**src/rtl/inst_fetch_unit_if.sv**
```systemverilog
// Fetch-unit bus bundle: instruction-memory port, redirect input and decode handshake.
// master = fetch unit, slave = the surrounding core/memory/decode.
interface inst_fetch_unit_if #(
    parameter int unsigned IMEM_W = 13
);
    logic [IMEM_W-1:0] imem_addr_o;
    logic [31:0]       imem_rdata_i;
    logic              redirect_valid_i;
    logic [31:0]       redirect_pc_i;
    logic              inst_valid_o;
    logic              inst_ready_i;
    logic [31:0]       inst_o;
    logic [31:0]       pc_o;
    logic              fault_o;
    logic [31:0]       fault_pc_o;

    modport master (
        output imem_addr_o,
        output inst_valid_o,
        output inst_o,
        output pc_o,
        output fault_o,
        output fault_pc_o,
        input  imem_rdata_i,
        input  redirect_valid_i,
        input  redirect_pc_i,
        input  inst_ready_i
    );

    modport slave (
        input  imem_addr_o,
        input  inst_valid_o,
        input  inst_o,
        input  pc_o,
        input  fault_o,
        input  fault_pc_o,
        output imem_rdata_i,
        output redirect_valid_i,
        output redirect_pc_i,
        output inst_ready_i
    );
endinterface

```
**src/rtl/inst_fetch_unit.sv**
```systemverilog
// Instruction fetch unit: owns the PC, fetches from a combinational instruction memory into a
// 2-entry queue, and hands entries to decode over valid/ready with redirect and fault handling.
module inst_fetch_unit #(
    parameter int unsigned IMEM_W   = 13,
    parameter logic [31:0] RESET_PC = 32'h0000_0000
) (
    input  logic              clk_i,
    input  logic              rst_i,
    inst_fetch_unit_if.master bus
);
    localparam logic [31:0] NOP = 32'h0000_0013;

    typedef enum logic [1:0] {
        S_BOOT  = 2'd0,
        S_RUN   = 2'd1,
        S_FAULT = 2'd2
    } state_t;

    state_t      r_state, w_state_nxt;
    logic [31:0] r_pc, w_pc_nxt;
    logic [31:0] r_fault_pc, w_fault_pc_nxt;
    logic [1:0]  r_count, w_count_nxt;
    logic        r_head, w_head_nxt;
    logic [31:0] r_q_pc   [2];
    logic [31:0] r_q_inst [2];

    logic w_pop;
    logic w_room;
    logic w_in_range;
    logic w_fetch;
    logic w_oor_fault;
    logic w_redir_misaligned;
    logic w_redir_in_range;
    logic w_tail;

    always_comb begin
        w_pop              = (r_count != 2'd0) & bus.inst_ready_i;
        w_room             = (r_count != 2'd2) | w_pop;
        w_in_range         = (r_pc[31:IMEM_W] == '0);
        w_fetch            = (r_state == S_RUN) & ~bus.redirect_valid_i & w_room & w_in_range;
        w_oor_fault        = (r_state == S_RUN) & ~bus.redirect_valid_i & w_room & ~w_in_range;
        w_redir_misaligned = (bus.redirect_pc_i[1:0] != 2'b00);
        w_redir_in_range   = (bus.redirect_pc_i[31:IMEM_W] == '0);
        // Tail slot is head + count (mod 2); with count=2 it reuses the slot being popped.
        w_tail             = r_head ^ r_count[0];
    end

    always_comb begin
        // NOTE: every output of this block gets a default first so no path can infer a latch.
        w_state_nxt    = r_state;
        w_pc_nxt       = r_pc;
        w_fault_pc_nxt = r_fault_pc;
        w_count_nxt    = r_count;
        w_head_nxt     = r_head;

        if (bus.redirect_valid_i) begin
            w_pc_nxt    = bus.redirect_pc_i;
            w_count_nxt = 2'd0;
            if (w_redir_misaligned || ((r_state == S_FAULT) && !w_redir_in_range)) begin
                w_state_nxt    = S_FAULT;
                w_fault_pc_nxt = bus.redirect_pc_i;
            end else begin
                w_state_nxt = S_RUN;
            end
        end else begin
            case (r_state)
                S_BOOT:  w_state_nxt = S_RUN;
                S_RUN: begin
                    if (w_oor_fault) begin
                        w_state_nxt    = S_FAULT;
                        w_fault_pc_nxt = r_pc;
                    end
                end
                S_FAULT: w_state_nxt = S_FAULT;
                default: w_state_nxt = S_BOOT;
            endcase

            if (w_fetch) begin
                w_pc_nxt = r_pc + 32'd4;
            end
            if (w_pop) begin
                w_head_nxt = ~r_head;
            end
            w_count_nxt = r_count + {1'b0, w_fetch} - {1'b0, w_pop};
        end
    end

    always_ff @(posedge clk_i or posedge rst_i) begin
        if (rst_i) begin
            // NOTE: state registers use non-blocking assignments so every flop samples pre-edge values.
            r_state    <= S_BOOT;
            r_pc       <= RESET_PC;
            r_fault_pc <= 32'd0;
            r_count    <= 2'd0;
            r_head     <= 1'b0;
            // NOTE: the queue storage is reset too, because its head is visible on inst_o/pc_o.
            for (int i = 0; i < 2; i++) begin
                r_q_pc[i]   <= 32'd0;
                r_q_inst[i] <= NOP;
            end
        end else begin
            r_state    <= w_state_nxt;
            r_pc       <= w_pc_nxt;
            r_fault_pc <= w_fault_pc_nxt;
            r_count    <= w_count_nxt;
            r_head     <= w_head_nxt;
            if (w_fetch) begin
                r_q_pc[w_tail]   <= r_pc;
                r_q_inst[w_tail] <= bus.imem_rdata_i;
            end
        end
    end

    assign bus.imem_addr_o  = r_pc[IMEM_W-1:0];
    assign bus.inst_valid_o = (r_count != 2'd0);
    assign bus.inst_o       = r_q_inst[r_head];
    assign bus.pc_o         = r_q_pc[r_head];
    assign bus.fault_o      = (r_state == S_FAULT);
    assign bus.fault_pc_o   = r_fault_pc;
endmodule
```
**src/flat_wrapper.sv**
```systemverilog
// flat-port wrapper written by rule: the top's interface ports become plain ports
module inst_fetch_unit_flat 
#(
    parameter int unsigned IMEM_W   = 13,
    parameter logic [31:0] RESET_PC = 32'h0000_0000
)
  (clk_i, rst_i, bus_imem_addr_o, bus_inst_valid_o, bus_inst_o, bus_pc_o, bus_fault_o, bus_fault_pc_o, bus_imem_rdata_i, bus_redirect_valid_i, bus_redirect_pc_i, bus_inst_ready_i);
  inst_fetch_unit_if #(.IMEM_W(IMEM_W)) bus_i ();
  input  logic clk_i;
  input  logic rst_i;
  output wire logic [$bits(bus_i.imem_addr_o)-1:0] bus_imem_addr_o;
  output wire logic [$bits(bus_i.inst_valid_o)-1:0] bus_inst_valid_o;
  output wire logic [$bits(bus_i.inst_o)-1:0] bus_inst_o;
  output wire logic [$bits(bus_i.pc_o)-1:0] bus_pc_o;
  output wire logic [$bits(bus_i.fault_o)-1:0] bus_fault_o;
  output wire logic [$bits(bus_i.fault_pc_o)-1:0] bus_fault_pc_o;
  input wire logic [$bits(bus_i.imem_rdata_i)-1:0] bus_imem_rdata_i;
  input wire logic [$bits(bus_i.redirect_valid_i)-1:0] bus_redirect_valid_i;
  input wire logic [$bits(bus_i.redirect_pc_i)-1:0] bus_redirect_pc_i;
  input wire logic [$bits(bus_i.inst_ready_i)-1:0] bus_inst_ready_i;
  assign bus_imem_addr_o = bus_i.imem_addr_o;
  assign bus_inst_valid_o = bus_i.inst_valid_o;
  assign bus_inst_o = bus_i.inst_o;
  assign bus_pc_o = bus_i.pc_o;
  assign bus_fault_o = bus_i.fault_o;
  assign bus_fault_pc_o = bus_i.fault_pc_o;
  assign bus_i.imem_rdata_i = bus_imem_rdata_i;
  assign bus_i.redirect_valid_i = bus_redirect_valid_i;
  assign bus_i.redirect_pc_i = bus_redirect_pc_i;
  assign bus_i.inst_ready_i = bus_inst_ready_i;
  inst_fetch_unit #(.IMEM_W(IMEM_W), .RESET_PC(RESET_PC)) u_core (.clk_i(clk_i), .rst_i(rst_i), .bus(bus_i));
endmodule
```
**config.mk**
```make
export PLATFORM = sky130hd
export DESIGN_NAME = inst_fetch_unit_flat
export DESIGN_NICKNAME = d
export VERILOG_FILES = /design/src/rtl/inst_fetch_unit_if.sv /design/src/rtl/inst_fetch_unit.sv /design/src/flat_wrapper.sv
export SDC_FILE = /design/constraint.sdc
export NUM_CORES = 1
export LEC_CHECK = 0
export CAP_MARGIN = 25
export CORE_MARGIN = 5
export CORE_UTILIZATION = 45
export CTS_CLUSTER_DIAMETER = 150
export DETAILED_ROUTE_END_ITERATION = 6
export DONT_BUFFER_PORTS = 1
export GPL_ROUTABILITY_DRIVEN = 0
export PLACE_DENSITY = 0.66
export SETUP_SLACK_MARGIN = 0.1
export SYNTH_ARGS = -nofsm -noshare
export SYNTH_HDL_FRONTEND = slang
export SYNTH_SLANG_ARGS = --single-unit
```
**constraint.sdc**
```tcl
create_clock -name clk_i -period 12.2 [get_ports clk_i]
set_input_delay 2.44 -clock clk_i [delete_from_list [all_inputs] [get_ports clk_i]]
set_output_delay 2.44 -clock clk_i [all_outputs]
set_load 0.005 [all_outputs]
```
# == After elaboration in Yosys (flattened, before gate mapping) ==
# Index checks and enable logic that the tools add are counted.
# op_classes
add_sub_neg,3
magnitude_cmp,3
n_eq_ne,5
mux,21
bitwise_logic,12
reduce_logical,14
# op_table
operator,count
$mux 32,13
$bwmux 64,2
$logic_not 19->1,2
$add 32x3->32 const B,1
$demux 32 s1,1
$reduce_bool 2->1,5
$mux 2,4
$pmux 2 s3,1
$and 1x1->1,5
$ge 2x2->1 const B,2
$not 1->2,2
$ne 3x2->1 const B,1
$not 1->1,3
$reduce_and 3->1,1
$add 2x1->2,1
$eq 2x1->1 const B,1
$eq 2x2->1 const B,1
$logic_and 1x1->1,2
$logic_not 2->1,1
$lt 2x1->1 const B,1
$ne 2x1->1 const B,1
$ne 2x2->1 const B,1
$reduce_and 2->1,1
$sub 2x1->2,1
4 further kinds,4
# totals
regBits,197
inputBits,68
wordCells,67

# == Longest topological paths before layout ==
# Gate-level depths: netlist of the first run.
# logic_depth
ltp_word,8
mapped_depth,9
mapped_depth_nobuf,9

# == Worst setup path after synthesis of the first run ==
# No wires, ideal clock.
# synth_timing
path_type,input port to flip-flop
start,input port bus_redirect_valid_i
end,register u_core.r_q_inst[49] in the netlist's numbering
t_arrival_ns,4.129
setup_slack_ns,7.946
path_stages,6
path_buffers,2
path_cell_list,clkbuf_1 -> and2b_1 -> nand2_1 -> nor4_4 -> buf_6 -> mux2_2
# synth_between
elab_chain_len,4
# synth_rtl
element,line,text
from (decl),flat_wrapper.sv:18,input wire logic [$bits(bus_i.redirect_valid_i)-1:0] bus_redirect_valid_i;
$not 1->1 (no line),n/a,
$and 1x1->1 (3 in series),inst_fetch_unit.sv:40,w_fetch = (r_state == S_RUN) & ~bus.redirect_valid_i & w_room & w_in_range;
"to (signal, indexed assignment)",inst_fetch_unit.sv:109,r_q_inst[w_tail] <= bus.imem_rdata_i;
to (decl),inst_fetch_unit.sv:25,logic [31:0] r_q_inst [2];
# No other way between the ends.
# A chain may end at the register's enable or synchronous reset.

# == Final worst setup path of the first run ==
# layout_timing
start,register u_core.r_head
end,output port bus_pc_o[3]
# layout_between
elab_chain_len,4
# layout_rtl
element,line,text
from (decl),inst_fetch_unit.sv:23,"logic r_head, w_head_nxt;"
from (signal assigned),inst_fetch_unit.sv:106,r_head <= w_head_nxt;
$not 1->2 (not written as such),inst_fetch_unit.sv:117,assign bus.pc_o = r_q_pc[r_head];
$mux 32 (not written as such) (3 in series),inst_fetch_unit.sv:117,
to (decl),flat_wrapper.sv:14,output wire logic [$bits(bus_i.pc_o)-1:0] bus_pc_o;
# No other way between the ends. The select of a mux whose other input is x is not followed.

==> results of run 1 <==
==> synth_stat cells, drive strengths merged <==
cell	n
nand4b	1
or2	1
or4	3
inv	17
dfrtp	191
o41ai	1
nor4	11
o211a	1
o211ai	1
buf	29
o311ai	1
nand2b	2
xor2	2
nor3	6
ha	6
nor2b	39
dfstp	6
or3	1
o21ai	24
and2b	1
nand2	18
o31a	1
nand4	3
nand3	6
xnor2	11
mux2	206
clkbuf	15
nor4b	1
o21bai	1
and2	4
or3b	1
and4	1
nor2	4
mux2i	1
==> sequential cells by signal, summed over array words and instances (netlist names) <==
signal	count
u_core.r_q_inst	64
u_core.r_q_pc	64
u_core.bus.fault_pc_o	32
u_core.r_pc	32
u_core.r_count	2
u_core.r_state	2
u_core.r_head	1
==> power groups by stage <==
| stage | registers, uW | clock network (uW) | logic, uW |
|---|---|---|---|
| 6_report | 757 | 514 | 190 |
| 5_1_grt | 765 | 562 | 210 |
| 4_1_cts | 758 | 531 | 193 |
| 3_5_place_dp | 769 | 0 | 194 |
| 3_3_place_gp | 768 | 0 | 185 |
| 2_1_floorplan | 746 | 0 | 172 |
==> worst max-delay path: stages (launching register included) <==
cell,delay (ns)
dfrtp_2,0.42
buf_4,0.67
mux2_2,0.45
==> final cells by class <==
class	instances	area (um2)
Fill cell	1648	9570
Multi-Input combinational cell	359	3320
Timing Repair Buffer	6	65.1
Tap cell	260	325
Clock inverter	13	101
Clock buffer	19	433
Inverter	17	71.3
Sequential cell	197	4940
==> metrics by stage <==
stage / std cells / hold WS (ns) / instance area (um2) / utilization [%] / worst slack (ns)
2_1_floorplan: 617 / 0.454 / 8640 / - / 4.40
3_3_place_gp: 838 / 0.464 / 8700 / 46.2 / 7.38
3_5_place_dp: 838 / 0.472 / 8700 / 46.2 / 7.33
4_1_cts: 870 / 0.488 / 9230 / 49.0 / 7.69
5_1_grt: 871 / 0.508 / 9260 / 49.2 / 7.61
6_report: 871 / 0.484 / 9260 / 49.2 / 7.72
==> cells by family (layout without fill, tap and decap cells) <==
| kind of cell | count (synthesis) | count (layout) |
|---|---|---|
| XOR/XNOR | 13 | 13 |
| buffers and inverters | 61 | 55 |
| AO/OA/AOI/OAI | 30 | 30 |
| AND/OR/NAND/NOR | 103 | 103 |
| multiplexers | 207 | 207 |
| adder cells (fa/ha/maj) | 6 | 6 |
| flip-flops | 197 | 197 |
==> metal layers <==
metal	GRT usage, %	vias to the layer above
met5	0	-
met4	4.43	0
met3	7.50	16
met2	26.0	132
met1	20.7	2427
li1	-	2122
==> worst min path at each step <==
stage	to	slack, ns	start
final	u_core.r_q_pc[32]$_DFFE_PP0P_	0.48	u_core.r_q_pc[32]$_DFFE_PP0P_
after global routing	u_core.r_q_pc[32]$_DFFE_PP0P_	0.51	u_core.r_q_pc[32]$_DFFE_PP0P_
after CTS	u_core.r_q_pc[32]$_DFFE_PP0P_	0.49	u_core.r_q_pc[32]$_DFFE_PP0P_
after detailed placement	u_core.r_q_pc[32]$_DFFE_PP0P_	0.47	u_core.r_q_pc[32]$_DFFE_PP0P_
after global placement	u_core.r_q_pc[32]$_DFFE_PP0P_	0.46	u_core.r_q_pc[32]$_DFFE_PP0P_
after floorplan	u_core.r_q_inst[51]$_DFFE_PP0P_	0.45	u_core.r_q_inst[51]$_DFFE_PP0P_
==> flow_summary_export.csv, run 1 <==
group,metric,value,unit
outcome,outcome,"finished, final reports clean",
power_and_ir_drop,ir_worst_vdd,87.5,uV
drt,wl_met2,8.60,mm
layout,nNetsFinal,672,
place,portBuffers,0,
yosys,synth_mux_area_share,27.0,%
setup_path,critPathCaptureType,"output pin",
grt,grt_antenna_before_repair,0,
power_and_ir_drop,p_total,1460,uW
setup_path,crit_start,"u_core.r_head$_DFFE_PP0P_",
cts,post_cts_resized,0,
setup_path,regToRegSetupSlack,8.84,ns
power_and_ir_drop,p_per_area,158,nW/um2
drt,ant_nets,0,
grt,grt_pass1_vias,5057,
yosys,yosysWarnings,0,
drt,drt_iter0_markers,260,
timing,fin_skew,0.0101,ns
layout,area_growth_syn_to_layout,7.11,%
cts,clk_pin_slew,0.07,ns
yosys,yosysSeqAreaShare,57.1,%
setup_path,timing.rr.end,"u_core.r_q_pc[12]$_DFFE_PP0P_",
power_and_ir_drop,p_int,1060,uW
timing,worst_pin_slew,0.882,ns
place,place_hpwl,12.2,mm
yosys,netlist_area,8640,um2
cts,tritoncts,"built",
yosys,synth_nets,691,
drt,routed.top_layer,"met4",
yosys,ys_types,43,
drt,routedWlPerCell,20.6,um
layout,layout_common_cells,"mux2_2 (203), dfrtp_1 (190), nor2b_1 (39), o21ai_0 (24)",
floorplanning,initial_utilization,45.9,%
grt,grtUsageTotal,16.5,%
yosys,synth_fa_ha_area_share,0.869,%
drt,drc,0,
yosys,synthXorXnorAreaFrac,1.32,%
setup_path,worstSetupPathType,"reg2out",
power_and_ir_drop,seqPwrFrac,51.8,%
grt,grt_max_degree,137,
power_and_ir_drop,leakage,0.00441,uW
cts,ctsHtreeMaxLevel,4,
hold_path,min_path_cells,1,
cts,cts_root_buf,"clkbuf_16",
timing,max_freq,223,MHz
floorplanning,core_area,18800,um2
yosys,syn_avg_cell_area,14.0,um2
cts,clock_sinks,197,
yosys,synth_compound_area_share,2.07,%
cts,cts_hold_buf,0,
yosys,synthTopCellsByArea,"dfrtp_1 (55%), mux2_2 (26%), nor2b_1 (2.8%)",
cts,postCtsSetupRepairBufs,0,
timing,maxSlewHeadroom,41.2,%
hold_path,worstHoldPathType,"reg2reg",
setup_path,critPathLaunchType,"flip-flop",
floorplanning,io_pins,179,
power_and_ir_drop,switchingPower,401,uW
floorplanning,rows,50,
yosys,synth_top_family_by_area,"multiplexers",
power_and_ir_drop,clkPwrFrac,35.2,%
timing,finalSetupViolCount,0,
setup_path,r2r_start,"u_core.r_pc[24]$_DFFE_PP0P_",
floorplanning,die_area,22100,um2
cts,cts.path.max_buffers,2,
timing,fin_crit_sh,36.7,%
timing,tns,0,ns
timing,hold_viol_final,0,
drt,met1_length,7.48,mm
drt,routed_via_density,5.39,
drt,wirelength,18.0,mm
yosys,yosysTopAreaCellShare,55.3,%
layout,n_antenna_cell,0,
timing,final_max_slew_viol_count,0,
yosys,synth_cells,617,
drt,wl_met3,1.66,mm
setup_path,arrival,2.04,ns
floorplanning,die-height,149,um
power_and_ir_drop,switching_share,27.5,%
grt,grt.overflow.total,0,
drt,first_pass_iters,4,
layout,layout_commonest_cell,"mux2_2",
cts,clkLatencyLatePin,0.42,ns
layout,drive_gt1_share,41.7,%
setup_path,rr_worst_depth,6,
power_and_ir_drop,p_comb_share,13.0,%
timing,grt_setup_unrepaired,"false",
yosys,synthSimpleGateAreaFrac,7.22,%
setup_path,crit_fanout,62,
setup_path,cp-endpoint,"bus_pc_o[3]",
setup_path,required,9.76,ns
timing,min_period,4.48,ns
grt,grt_pass1_wl,28.6,mm
yosys,synth_seq_cells,197,
yosys,yosys.area.top_type,"dfrtp_1",
drt,via_count,4697,
floorplanning,fp.dieW,149,um
job,maxCapViolCount,0,
cts,cts_buffers,17,
No activity file was read; power rests on OpenSTA's default activity.
==> inputs of run 2 (changes only) <==
ABC_AREA = 1   (was unset)
clock period = 4.4 ns   (was 12.2 ns; I/O delays follow)
==> run 2 against run 1 <==
Non-clock buffer count is 5 higher. Highest routed layer unchanged. Global-route usage is 2.3 points higher. Combinational power rose to 3.9 times the previous value. Hold slack worse by 0.23 ns. First-iteration DRC count rose by 66%. Sequential power grew to 2.8 times the previous value. Die area up 2.8%. Final area is 3.1% higher. Core utilization down 0.14 points. Total power grew to 3.0 times the previous value. Largest cell class unchanged. Largest power group unchanged. Synthesized cell count rose by 78%. Sequential share of layout area is 1.6 points lower.
==> flow_summary_export.csv, run 2 <==
group,metric,value,unit
yosys,yosysTopAreaCellShare,53.7,%
drt,routed_via_density,5.01,
power_and_ir_drop,leakage,0.00492,uW
timing,hold_ws,0.255,ns
outcome,outcome,"finished, final reports clean",
yosys,ys_types,29,
job,maxCapViolCount,0,
timing,finalWorstSetupSlack,1.35,ns
yosys,synth_most_common_cell,"nand2_1",
yosys,netlist_area,8900,um2
timing,min_period,3.05,ns
grt,grt_use_met3,6.20,%
yosys,synth_flop_cell,"dfrtp_1",
hold_path,worstHoldPathType,"in2async",
setup_path,arrival,2.17,ns
yosys,syn_avg_cell_area,8.12,um2
drt,via_count,6659,
cts,clkLatencyLatePin,0.44,ns
setup_path,regToRegSetupSlack,1.59,ns
power_and_ir_drop,ir_worst_vdd,272,uV
drt,drc,0,
yosys,synthTopCellsByCount,"nand2_1 (375), dfrtp_1 (191), o21ai_0 (182)",
floorplanning,die_area,22700,um2
power_and_ir_drop,p_comb_share,16.8,%
layout,layout_common_cells,"nand2_1 (375), dfrtp_1 (190), o21ai_0 (182), inv_1 (111), nor2_1 (69)",
layout,area_growth_syn_to_layout,7.18,%
grt,grt_max_degree,84,
layout,nNetsFinal,1126,
place,place_hpwl,13.5,mm
yosys,yosysWarnings,0,
cts,post_cts_resized,0,
drt,drt_iter0_markers,431,
power_and_ir_drop,p_per_area,462,nW/um2
yosys,synth_cells,1097,
drt,first_pass_iters,6,
floorplanning,die-height,151,um
setup_path,critPathLaunchType,"flip-flop",
power_and_ir_drop,switching_share,33.7,%
layout,drive_gt1_share,6.01,%
power_and_ir_drop,seqPwrFrac,48.5,%
cts,ctsHtreeMaxLevel,4,
cts,tritoncts,"built",
timing,maxSlewHeadroom,40.3,%
drt,routedWlPerCell,15.7,um
cts,postCtsSetupRepairBufs,0,
timing,finalSetupViolCount,0,
yosys,synthTopCellsByArea,"dfrtp_1 (54%), nand2_1 (16%), o21ai_0 (10%)",
floorplanning,initial_utilization,45.7,%
yosys,synthArstFlopShare,100,%
cts,cts_buffers,17,
setup_path,crit_fanout,83,
layout,layout_commonest_cell,"nand2_1",
floorplanning,core_area,19500,um2
cts,cts_root_buf,"clkbuf_16",
layout,regArea,4940,um2
grt,grt_pass1_vias,6441,
grt,grt_pass1_wl,33.8,mm
floorplanning,fp.dieW,151,um
timing,grt_setup_unrepaired,"false",
timing,fin_skew,0.00952,ns
setup_path,required,3.52,ns
cts,cts.path.max_buffers,2,
timing,worst_pin_slew,0.895,ns
layout,n_antenna_cell,0,
timing,hold_viol_final,0,
drt,ant_nets,0,
grt,grt.busiest_layer,"met2",
layout,fill_cells,1916,
cts,cts_hold_buf,0,
timing,tns,0,ns
power_and_ir_drop,clkPwrFrac,34.7,%
cts,clock_sinks,197,
grt,gr-usage-met1,25.9,%
timing,final_max_slew_viol_count,0,
floorplanning,rows,51,
power_and_ir_drop,switchingPower,1480,uW
floorplanning,io_pins,179,
yosys,yosys.area.top_type,"dfrtp_1",
power_and_ir_drop,p_int,2920,uW
timing,max_freq,328,MHz
yosys,yosysSeqAreaShare,55.5,%
yosys,synth_seq_cells,197,
setup_path,critPathCaptureType,"output pin",
place,portBuffers,0,
grt,grtUsageTotal,18.8,%
cts,clk_pin_slew,0.07,ns
yosys,synth_nets,1171,
grt,grt_antenna_before_repair,0,
yosys,synth-edff-count,0,
place,place_ws,1.58,ns
setup_path,rr_worst_depth,6,
setup_path,worstSetupPathType,"reg2out",
grt,grt.overflow.total,0,
grt,grt_util_met2,28.5,%
setup_path,timing.rr.end,"u_core.r_q_pc[42]$_DFFE_PP0P_",
layout,top_regs,"u_core.r_q_inst (64), u_core.r_q_pc (64)",
setup_path,r2r_start,"u_core.r_head$_DFFE_PP0P_",
timing,fin_crit_sh,69.2,%
drt,wirelength,20.9,mm
layout,multi_input_area,3130,um2
==> run 2: cell types whose count changed after synthesis, moves of 4 or more <==
cell,change
nand2_1,+358
mux2_2,-203
o21ai_0,+158
inv_1,+95
nor2_1,+65
nand3_1,+43
nor2b_1,-39
buf_2,+19
clkbuf_1,+17
nor4_1,-10
buf_6,-7
xnor2_1,-7
and2_1,-4
==> run 2: through the flow <==
stage / power, uW / cell area, um2 / util, % / instances
2_1_floorplan: 2700 / 8910 / - / 1097
5_1_grt: 4670 / 9540 / 49.0 / 1330
3_5_place_dp: 2930 / 8970 / 46.1 / 1298
4_1_cts: 4470 / 9540 / 49.0 / 1330
3_3_place_gp: 2920 / 8950 / 46.0 / 1297
6_report: 4410 / 9540 / 49.0 / 1330
==> run 2: logic make-up (layout without fill, tap and decap cells) <==
group,count (synthesis),count (layout),share of synthesized area (%)
compound gates,192,192,11.0
flops,197,197,55.5
simple gates,506,506,22.6
buf+inv,190,158,9.47
fa+ha+maj,6,6,0.843
xor+xnor,6,6,0.590
==> run 2: worst max path at each step <==
stage          cells past startpoint  slack, ns                      start                              endpoint
2_1_floorplan                      1       0.98                      rst_i  u_core.bus.fault_pc_o[0]$_DFFE_PP0P_
3_3_place_gp                       6       1.62  u_core.r_head$_DFFE_PP0P_         u_core.r_q_pc[36]$_DFFE_PP0P_
3_5_place_dp                       7       1.58       bus_redirect_valid_i       u_core.r_q_inst[60]$_DFFE_PP0P_
4_1_cts                            3       1.31  u_core.r_head$_DFFE_PP0P_                           bus_pc_o[7]
5_1_grt                            2       1.15  u_core.r_head$_DFFE_PP0P_                          bus_pc_o[28]
6_report                           2       1.35  u_core.r_head$_DFFE_PP0P_                          bus_pc_o[28]
==> run 2: worst max-delay path: stages, from the launching register on <==
cell,delay [ns]
dfrtp_4,0.94
buf_4,0.51
o21ai_0,0.27
==> run 2: area by class of cell <==
class	instances	area share (%)
Sequential cell	197	51.8
Multi-Input combinational cell	710	32.8
Inverter	115	4.56
Clock buffer	17	4.46
Tap cell	265	3.47
Clock inverter	15	1.53
Timing Repair Buffer	11	1.39
==> run 2: per-layer routing <==
layer	vias to the layer above	wire [um]
li1	3311	-
met1	3132	9340
met2	196	9430
met3	20	1900
met4	0	242
met5	-	0
==> run 2: power by group through the flow <==
| stage | clock, uW | sequential [uW] | combinational, uW |
|---|---|---|---|
| finish | 1530 | 2140 | 741 |
| global route | 1650 | 2170 | 846 |
| CTS | 1570 | 2140 | 761 |
| detailed placement | 0 | 2170 | 763 |
| global placement | 0 | 2170 | 749 |
| floorplan | 0 | 2030 | 671 |
==> inputs of run 3 (changes only) <==
ABC_AREA = 0   (was 1)
PLACE_DENSITY = 0.68   (was 0.66)
clock period = 2.7 ns   (was 4.4 ns; I/O delays follow)
==> run 3 against run 2 <==
Sequential power rose by 59%. Core utilization grew 0.81 points. Total power up 51%. Final area is 1.6% lower. Via count shrank 30%. Clock skew grew 0.0056 ns. Combinational power up 21%. Routed wire length fell by 14%. First-iteration DRC count fell by 60%. Sequential share of layout area is 0.84 points higher. Setup slack got worse by 1.1 ns. Cell count down 34%. Critical path type is now reg2reg.
==> flow_summary_export.csv, run 3 (synthesis results as in run 1) <==
group,metric,value,unit
outcome,outcome,"finished, final reports clean",
grt,grt.overflow.total,0,
drt,ant_nets,0,
layout,top_regs,"u_core.r_q_inst (64), u_core.r_q_pc (64)",
setup_path,crit_fanout,64,
floorplanning,initial_utilization,45.9,%
layout,drive_gt1_share,42.4,%
timing,final_max_slew_viol_count,0,
cts,cts.path.max_buffers,2,
floorplanning,io_pins,179,
setup_path,critPathLaunchType,"flip-flop",
drt,drc,0,
layout,multi_input_area,3330,um2
setup_path,required,3.00,ns
drt,wirelength,18.0,mm
drt,via_count,4632,
layout,fill_cells,1593,
setup_path,arrival,2.74,ns
setup_path,critPathCaptureType,"flip-flop",
grt,grt_pass1_wl,29.3,mm
cts,ctsHtreeMaxLevel,4,
timing,finalSetupViolCount,0,
floorplanning,rows,50,
timing,worst_pin_slew,0.804,ns
hold_path,worstHoldPathType,"in2async",
grt,grt_pass1_vias,5229,
timing,maxSlewHeadroom,46.3,%
grt,grt_max_degree,65,
layout,final_util,49.8,%
cts,clock_sinks,197,
layout,n_antenna_cell,0,
cts,postCtsSetupRepairBufs,0,
cts,tritoncts,"built",
grt,grt_antenna_before_repair,0,
setup_path,crit_slowest_cell,"mux2_2",
power_and_ir_drop,ir_worst_vdd,446,uV
timing,hold_ws,0.137,ns
layout,layout_commonest_cell,"mux2_2",
floorplanning,core_area,18800,um2
drt,routedWlPerCell,20.5,um
setup_path,max_stage_delay,0.39,ns
setup_path,rr_worst_depth,7,
layout,area_growth_syn_to_layout,8.58,%
cts,clk_pin_slew,0.07,ns
timing,min_period,2.44,ns
job,maxCapViolCount,0,
layout,layout_common_cells,"mux2_2 (203), dfrtp_1 (190), nor2b_1 (39), o21ai_0 (24)",
place,place_area,8840,um2
timing,grt_setup_unrepaired,"false",
cts,cts_buffers,17,
timing,fin_skew,0.0151,ns
setup_path,worstSetupPathType,"reg2reg",
drt,first_pass_iters,6,
place,portBuffers,0,
power_and_ir_drop,leakage,0.00447,uW
drt,routed_via_density,5.26,
layout,final_area,9390,um2
power_and_ir_drop,p_per_area,710,nW/um2
cts,clkLatencyLatePin,0.42,ns
drt,drt_iter0_markers,173,
power_and_ir_drop,p_total,6660,uW
layout,regArea,4940,um2
layout,nNetsFinal,683,
timing,fin_crit_sh,90.4,%
cts,cts_hold_buf,0,
floorplanning,die_area,22100,um2
setup_path,crit_chain,"nor4_1, buf_4, nand4_2, nor3_4, and2_2, buf_12, mux2_2",
floorplanning,die-height,149,um
timing,hold_viol_final,0,
grt,grtUsageTotal,16.8,%
place,place_hpwl,12.5,mm
floorplanning,fp.dieW,149,um
cts,cts_root_buf,"clkbuf_16",
timing,max_freq,410,MHz
run 3: cell types whose count changed in the layout (fill, tap and decap cells not counted), sizes merged, moves of 7 or more:
cell   delta
nand2   -359
mux2    +206
o21ai   -159
inv     -102
nor2     -68
nand3    -43
nor2b    +39
nor4     +11
xnor2     +7
run 3: layout make-up:
class,count,share of cell area [%]
multi-input combinational,359,35.5
clock buffer,22,4.84
tap,260,3.47
timing repair buffer,17,2.03
inverter,17,0.720
clock inverter,8,0.853
sequential,197,52.6
run 3: timing repair:
item                                    4_1_cts  5_1_grt
gates resized for setup                       0        1
hold endpoints to repair                      0        0
endpoints found under the setup margin        0       21
run 3: through the flow:
step / TNS [ns] / cells / setup slack [ns]
2_1_floorplan: -72.86 / 617 / -0.381
3_3_place_gp: 0 / 850 / 0.341
3_5_place_dp: 0 / 850 / 0.226
4_1_cts: 0 / 880 / 0.260
5_1_grt: 0 / 880 / 0.145
6_report: 0 / 880 / 0.259
run 3: worst max-delay path: cells and delay by family (launching register included):
family	cells	cell delay [ns]
multiplexers	1	0.39
AND/OR/NAND/NOR	4	1.00
buffers and inverters	2	0.46
flip-flops	1	0.38
run 3: final timing paths:
| path | slack (ns) | to | from |
|---|---|---|---|
| worst max-delay path | 0.26 | u_core.r_q_inst[25]$_DFFE_PP0P_ | u_core.r_pc[24]$_DFFE_PP0P_ |
| worst min-delay path | 0.14 | u_core.r_q_pc[28]$_DFFE_PP0P_ | rst_i |
| worst max register to register | 0.26 | u_core.r_q_inst[25]$_DFFE_PP0P_ | u_core.r_pc[24]$_DFFE_PP0P_ |
| worst min register to register | 0.49 | u_core.r_q_pc[32]$_DFFE_PP0P_ | u_core.r_q_pc[32]$_DFFE_PP0P_ |
| max in group asynchronous | 1.79 | u_core.r_q_inst[11]$_DFFE_PP0P_ | rst_i |
| min in group clk_i | 0.20 | u_core.r_count[1]$_DFF_PP0_ | bus_redirect_valid_i |
run 3: where the power goes:
part           internal, uW  switching [uW]
clock                  1290            1060
sequential             3180             230
combinational           436             457
run 3: metal layers:
metal	routed length [um]	part of all wire [%]	global-route usage [%]
met1	7520	42	20.8
met2	8650	48	26.8
met3	1600	8.9	6.98
met4	236	1.3	5.03
met5	0	0	0
